==> src/rtl/vx_mem_load_seq_if.sv <==
// Handshake bundle between the load sequencer, its cacheline source and the memory loader.
// The master modport is the sequencer's view; slave is the environment's view.
interface vx_mem_load_seq_if #(
    parameter int LINE_W = 512
);
    logic              src_valid;
    logic              src_ready;
    logic [LINE_W-1:0] src_line;
    logic              load_valid;
    logic              load_ready;
    logic [LINE_W-1:0] load_line;
    logic              load_type;

    modport master (
        input  src_valid, src_line, load_ready,
        output src_ready, load_valid, load_line, load_type
    );

    modport slave (
        output src_valid, src_line, load_ready,
        input  src_ready, load_valid, load_line, load_type
    );
endinterface

==> src/rtl/vx_mem_load_seq.sv <==
// Sequences instruction then data cachelines from a source into the memory loader,
// holding the GPU core in reset until every line has been delivered.
module vx_mem_load_seq #(
    parameter int LINE_W  = 512,
    parameter int CNT_W   = 16,
    parameter int TIMEOUT = 1024
) (
    input  logic                  clk,
    input  logic                  reset,
    input  logic                  start,
    input  logic [CNT_W-1:0]      inst_lines,
    input  logic [CNT_W-1:0]      data_lines,
    vx_mem_load_seq_if.master     bus,
    output logic                  busy,
    output logic                  done,
    output logic                  error,
    output logic                  core_reset,
    output logic [CNT_W:0]        loaded
);
    localparam int STALL_W = $clog2(TIMEOUT + 1);

    typedef enum logic [2:0] {
        ST_IDLE = 3'd0,
        ST_INST = 3'd1,
        ST_DATA = 3'd2,
        ST_DONE = 3'd3,
        ST_ERR  = 3'd4
    } state_t;

    state_t              state_r, state_nx;
    logic [CNT_W:0]      inst_r, data_r, total_r, fetched_r, loaded_r;
    logic [STALL_W-1:0]  stall_r;
    logic                buf_full_r, buf_type_r;
    logic [LINE_W-1:0]   buf_line_r;
    logic                busy_r, done_r, error_r, core_reset_r;

    logic                active_s, start_acc_s, src_ready_s, fetch_s, deliver_s, timeout_s;
    logic [CNT_W:0]      inst_ext_s, data_ext_s, loaded_inc_s;
    logic [STALL_W-1:0]  stall_inc_s;

    assign inst_ext_s   = {1'b0, inst_lines};
    assign data_ext_s   = {1'b0, data_lines};
    assign loaded_inc_s = loaded_r + (CNT_W+1)'(1);
    assign stall_inc_s  = stall_r + STALL_W'(1);

    assign active_s    = (state_r == ST_INST) || (state_r == ST_DATA);
    // The buffer can refill in the same cycle it drains, giving one line per cycle.
    assign src_ready_s = active_s && (fetched_r < total_r) && (!buf_full_r || bus.load_ready);
    assign fetch_s     = bus.src_valid && src_ready_s;
    assign deliver_s   = buf_full_r && bus.load_ready;
    assign timeout_s   = active_s && !deliver_s && (stall_inc_s == STALL_W'(TIMEOUT));

    assign bus.src_ready  = src_ready_s;
    assign bus.load_valid = buf_full_r;
    assign bus.load_line  = buf_line_r;
    assign bus.load_type  = buf_type_r;
    assign busy           = busy_r;
    assign done           = done_r;
    assign error          = error_r;
    assign core_reset     = core_reset_r;
    assign loaded         = loaded_r;

    // Next-state decode; start is only honoured when no sequence is in flight.
    always_comb begin
        state_nx    = state_r;
        start_acc_s = 1'b0;
        case (state_r)
            ST_IDLE, ST_DONE, ST_ERR: begin
                if (start) begin
                    start_acc_s = 1'b1;
                    if (inst_lines != '0) begin
                        state_nx = ST_INST;
                    end else if (data_lines != '0) begin
                        state_nx = ST_DATA;
                    end else begin
                        state_nx = ST_DONE;
                    end
                end else begin
                    state_nx = state_r;
                end
            end
            ST_INST: begin
                if (timeout_s) begin
                    state_nx = ST_ERR;
                end else if (deliver_s && (loaded_inc_s == inst_r)) begin
                    state_nx = (data_r != '0) ? ST_DATA : ST_DONE;
                end else begin
                    state_nx = ST_INST;
                end
            end
            ST_DATA: begin
                if (timeout_s) begin
                    state_nx = ST_ERR;
                end else if (deliver_s && (loaded_inc_s == total_r)) begin
                    state_nx = ST_DONE;
                end else begin
                    state_nx = ST_DATA;
                end
            end
            default: begin
                state_nx = ST_IDLE;
            end
        endcase
    end

    // State register and status flags, decoded from the next state so they are registered.
    always_ff @(posedge clk or negedge reset) begin
        if (!reset) begin
            state_r      <= ST_IDLE;
            busy_r       <= 1'b0;
            done_r       <= 1'b0;
            error_r      <= 1'b0;
            core_reset_r <= 1'b1;
        end else begin
            state_r      <= state_nx;
            busy_r       <= (state_nx == ST_INST) || (state_nx == ST_DATA);
            done_r       <= (state_nx == ST_DONE);
            error_r      <= (state_nx == ST_ERR);
            core_reset_r <= (state_nx != ST_DONE);
        end
    end

    // Counters and the one-entry output buffer.
    always_ff @(posedge clk or negedge reset) begin
        if (!reset) begin
            inst_r     <= '0;
            data_r     <= '0;
            total_r    <= '0;
            fetched_r  <= '0;
            loaded_r   <= '0;
            stall_r    <= '0;
            buf_full_r <= 1'b0;
            buf_type_r <= 1'b0;
            buf_line_r <= '0;
        end else if (start_acc_s) begin
            inst_r     <= inst_ext_s;
            data_r     <= data_ext_s;
            total_r    <= inst_ext_s + data_ext_s;
            fetched_r  <= '0;
            loaded_r   <= '0;
            stall_r    <= '0;
            buf_full_r <= 1'b0;
        end else if (timeout_s) begin
            stall_r    <= stall_inc_s;
            buf_full_r <= 1'b0;
        end else begin
            if (active_s) begin
                stall_r <= deliver_s ? '0 : stall_inc_s;
            end
            if (fetch_s) begin
                buf_line_r <= bus.src_line;
                buf_type_r <= (fetched_r >= inst_r);
                buf_full_r <= 1'b1;
                fetched_r  <= fetched_r + (CNT_W+1)'(1);
            end else if (deliver_s) begin
                buf_full_r <= 1'b0;
            end
            if (deliver_s) begin
                loaded_r <= loaded_inc_s;
            end
        end
    end
endmodule

==> src/flat_wrapper.sv <==
// flat-port wrapper written by rule: the top's interface ports become plain ports
module vx_mem_load_seq_flat 
#(
    parameter int LINE_W  = 512,
    parameter int CNT_W   = 16,
    parameter int TIMEOUT = 1024
)
  (clk, reset, start, inst_lines, data_lines, busy, done, error, core_reset, loaded, bus_src_valid, bus_src_line, bus_load_ready, bus_src_ready, bus_load_valid, bus_load_line, bus_load_type);
  vx_mem_load_seq_if #(.LINE_W(LINE_W)) bus_i ();
  input  logic clk;
  input  logic reset;
  input  logic start;
  input  logic [CNT_W-1:0] inst_lines;
  input  logic [CNT_W-1:0] data_lines;
  output logic busy;
  output logic done;
  output logic error;
  output logic core_reset;
  output logic [CNT_W:0] loaded;
  input wire logic [$bits(bus_i.src_valid)-1:0] bus_src_valid;
  input wire logic [$bits(bus_i.src_line)-1:0] bus_src_line;
  input wire logic [$bits(bus_i.load_ready)-1:0] bus_load_ready;
  output wire logic [$bits(bus_i.src_ready)-1:0] bus_src_ready;
  output wire logic [$bits(bus_i.load_valid)-1:0] bus_load_valid;
  output wire logic [$bits(bus_i.load_line)-1:0] bus_load_line;
  output wire logic [$bits(bus_i.load_type)-1:0] bus_load_type;
  assign bus_i.src_valid = bus_src_valid;
  assign bus_i.src_line = bus_src_line;
  assign bus_i.load_ready = bus_load_ready;
  assign bus_src_ready = bus_i.src_ready;
  assign bus_load_valid = bus_i.load_valid;
  assign bus_load_line = bus_i.load_line;
  assign bus_load_type = bus_i.load_type;
  vx_mem_load_seq #(.LINE_W(LINE_W), .CNT_W(CNT_W), .TIMEOUT(TIMEOUT)) u_core (.clk(clk), .reset(reset), .start(start), .inst_lines(inst_lines), .data_lines(data_lines), .bus(bus_i), .busy(busy), .done(done), .error(error), .core_reset(core_reset), .loaded(loaded));
endmodule
==> config.mk <==
export PLATFORM = sky130hd
export DESIGN_NAME = vx_mem_load_seq_flat
export DESIGN_NICKNAME = d
export VERILOG_FILES = /design/src/rtl/vx_mem_load_seq_if.sv /design/src/rtl/vx_mem_load_seq.sv /design/src/flat_wrapper.sv
export SDC_FILE = /design/constraint.sdc
export NUM_CORES = 1
export LEC_CHECK = 0
export BUFFER_PORTS_ARGS = -buffer_cell sky130_fd_sc_hd__buf_2
export CELL_PAD_IN_SITES_DETAIL_PLACEMENT = 1
export CELL_PAD_IN_SITES_GLOBAL_PLACEMENT = 1
export CORE_AREA = 4 4 415 417
export DETAILED_ROUTE_END_ITERATION = 7
export DIE_AREA = 0 0 419 421
export HOLD_SLACK_MARGIN = 0.03
export PLACE_DENSITY = 0.49
export SLEW_MARGIN = 10
export SYNTH_ARGS = -nofsm -noshare
export SYNTH_HDL_FRONTEND = slang
export SYNTH_SLANG_ARGS = --single-unit
export TNS_END_PERCENT = 50
==> constraint.sdc <==
create_clock -name clk -period 8.6 [get_ports clk]
set_input_delay 0.86 -clock clk [delete_from_list [all_inputs] [get_ports clk]]
set_output_delay 0.86 -clock clk [all_outputs]
set_load 0.05 [all_outputs]
==> results.cfg <==
[routing]
wl_per_cell_um = 22.3
avgViaCountPerCell = 3.89
detail-route-antenna-nets = 0
first_iter_violations = 1510
vias = 24800
dr.pass1.iters = 4
routed_wl_mm = 142
drc_errors = 0

[global_routing]
grt_pass1_wl_mm = 201
grt_pass1_vias = 25800
grt_usage_pct = 15.7
antenna_found_initial = 100
grt_max_degree = 163
grt_overflow = 0

[timing]
period_minus_slack_ns = 4.73
fin_hold_ws_ns = 0.137
slew_viol_final = 0
hold_viol = 0
maxSlewHeadroom_pct = 18.9
max_freq_mhz = 212
worst_pin_slew_ns = 1.22
tns_ns = 0
finClkSkew_ns = 0.0382
rsz0062_at_grt = no
setup_viol = 0
fin_crit_sh_pct = 54.9

[synth]
netlist_top_cells_area = dfrtp_1 58%, nand2_1 24%, ha_1 2.5%
ys_seq_area_share_pct = 58.5
yosys_warnings = 0
netlist_area_um2 = 26300
syn_inst = 2995
yosys-top-cells-count = 1651 x nand2_1, 614 x dfrtp_1, 72 x buf_2, 68 x clkbuf_1, 62 x o21ai_0
syn_nets = 3597
synth_area_leader_cell = dfrtp_1
synth_seq_cells = 615
avgSynthCellArea_um2 = 8.78
synth_top_area_share_pct = 58.4
ys_types = 72
synth_ff_type = dfrtp_1
async_flop_share_pct = 100
yosysMostFrequentCell = nand2_1
synth-edff-count = 0

[critical_path]
cp-endpoint = bus_src_ready
crit_fanout = 6
cp-start-kind = register
worstRegToRegCells = 8
critPathKind = register to output port
crit_arrival_ns = 3.87
cpMaxStageDelayCell = a2111oi_0
critical_path.reg2reg.startpoint = u_core.bus.load_valid$_DFFE_PN0P_
startpoint = u_core.fetched_r[14]$_DFFE_PN0P_
slowest_delay_ns = 0.99
rr_endpoint = u_core.bus.load_type$_DFFE_PN0P_
crit_chain = ha_1, a21o_1, a211oi_1, and2_1, a221oi_1, a2111oi_0, buf_2
rrSetupSlack_ns = 4.37
cp.required_ns = 7.74
cp-end-kind = output port

[clock_tree]
clock_path_buffers = 3
path_clk_slew_ns = 0.06
cts_tree = done
cts-buffers-inserted = 84
hold_buffers = 0
root_buffer = clkbuf_16
post-cts-setup-buffers = 0
cts_resized = 0
clk_latency_ns = 0.70
clock_sinks = 615
htreeDepth = 3

[finish]
fin_nets = 4638
fillers = 20200
fin_area_um2 = 37100
syn2layout_area_growth_pct = 41.1
layout-drive-gt1-share_pct = 30.9

[place]
place_area_um2 = 34100
portBuffers = 1084
dpl.hpwl_mm = 111
globalplace.congestion = 0.910

[floorplan]
die_h_um = 421
io_pins = 1085
start_util_pct = 15.6
num_rows = 151
core_area_um2 = 169000
fp.dieArea_um2 = 176000
die_w_um = 419

[power]
worst_ir_drop_vdd_v = 0.000181
power_density_nw_per_um2 = 395
p_leak_nw = 20.0

[job]
cap_violations = 0

[status]
status = finished clean

[hold_path]
worst_hold_path_type = primary input to asynchronous set/reset pin
==> cell families after synthesis <==
family | Yosys count | synth area share [%]
adder cells (fa/ha/maj) | 53 | 2.55
AO/OA/AOI/OAI | 177 | 4.51
XOR/XNOR | 79 | 2.63
buffers and inverters | 200 | 3.38
AND/OR/NAND/NOR | 1860 | 28.0
multiplexers | 11 | 0.428
flip-flops | 615 | 58.5
==> worst max-delay path: cells and delay by family (launching register included) <==
kind            cells  cell delay [ns]
flops               1             0.47
buf+inv             1             0.45
fa+ha+maj           1             0.35
simple gates        1             0.19
compound gates      4             1.74
==> flip-flops by register name (all words and copies together) (netlist names), 3 cells and up <==
register              flops
u_core.bus.load_line    512
u_core.fetched_r         17
u_core.loaded            17
u_core.total_r           17
u_core.data_r            16
u_core.inst_r            16
u_core.stall_r           11
u_core.state_r            3
==> report_power, final <==
group	leakage (nW)	internal, mW	switching (mW)	total (mW)
Combinational	10.9	1.33	5.10	6.42
Clock	1.45	2.26	1.48	3.74
Sequential	7.61	3.84	0.665	4.50
Total	20.0	7.43	7.24	14.7
==> how the worst min path moves through the flow <==
stage / slack [ns] / from / cells past startpoint / end
final: 0.14 / reset / 1 / u_core.bus.load_line[358]$_DFFE_PN0P_
after global routing: 0.17 / reset / 1 / u_core.bus.load_line[358]$_DFFE_PN0P_
after CTS: 0.15 / reset / 1 / u_core.bus.load_line[360]$_DFFE_PN0P_
after detailed placement: 0.46 / u_core.bus.load_line[218]$_DFFE_PN0P_ / 2 / u_core.bus.load_line[218]$_DFFE_PN0P_
after global placement: 0.45 / u_core.bus.load_line[417]$_DFFE_PN0P_ / 2 / u_core.bus.load_line[417]$_DFFE_PN0P_
after floorplan: 0.45 / u_core.data_r[10]$_DFFE_PN0P_ / 2 / u_core.data_r[10]$_DFFE_PN0P_
==> per-stage QoR <==
step / utilization [%] / worst slack, ns / power, mW / cells
after global placement: 20.2 / 3.83 / 11.0 / 6168
after global routing: 21.9 / 3.64 / 15.5 / 6332
final: 22.0 / 3.87 / 14.7 / 6356
after CTS: 21.9 / 3.69 / 15.0 / 6319
after floorplan: - / 3.70 / 8.82 / 2995
after detailed placement: 20.2 / 3.72 / 11.1 / 6168
==> placed cells by master, fill, tap and decap left out, drive strengths merged, types with 37 or more instances in the layout <==
cell type  netlist  final
inv             47     50
ha              52     52
o21ai           63     63
dfrtp          614    614
clkbuf          68    120
diode            0     37
xnor2           53     53
nor2            58     58
buf             85   1108
nand2         1651   1651
==> routing by layer <==
metal  vias up  routed length (µm)  part of all wire [%]  global-route usage (%)
met4        54                3190                   2.3                    3.85
met5         -                 356                  0.25                       0
met1     12200               55600                    39                    18.2
li1      11600                   -                     -                       -
met2       718               71600                    51                    27.9
met3       248               10800                   7.6                    5.04
==> layout make-up <==
cell class | instances | area [µm²] | area share, %
antenna | 37 | 92.6 | 0.250
clock buffer | 120 | 2490 | 6.71
clock inverter | 31 | 454 | 1.22
inverter | 47 | 176 | 0.476
multi-input combinational | 2180 | 10000 | 27.1
sequential | 615 | 15400 | 41.5
tap | 2218 | 2780 | 7.48
timing repair buffer | 1108 | 5680 | 15.3
(Power assumes the default switching activity.)
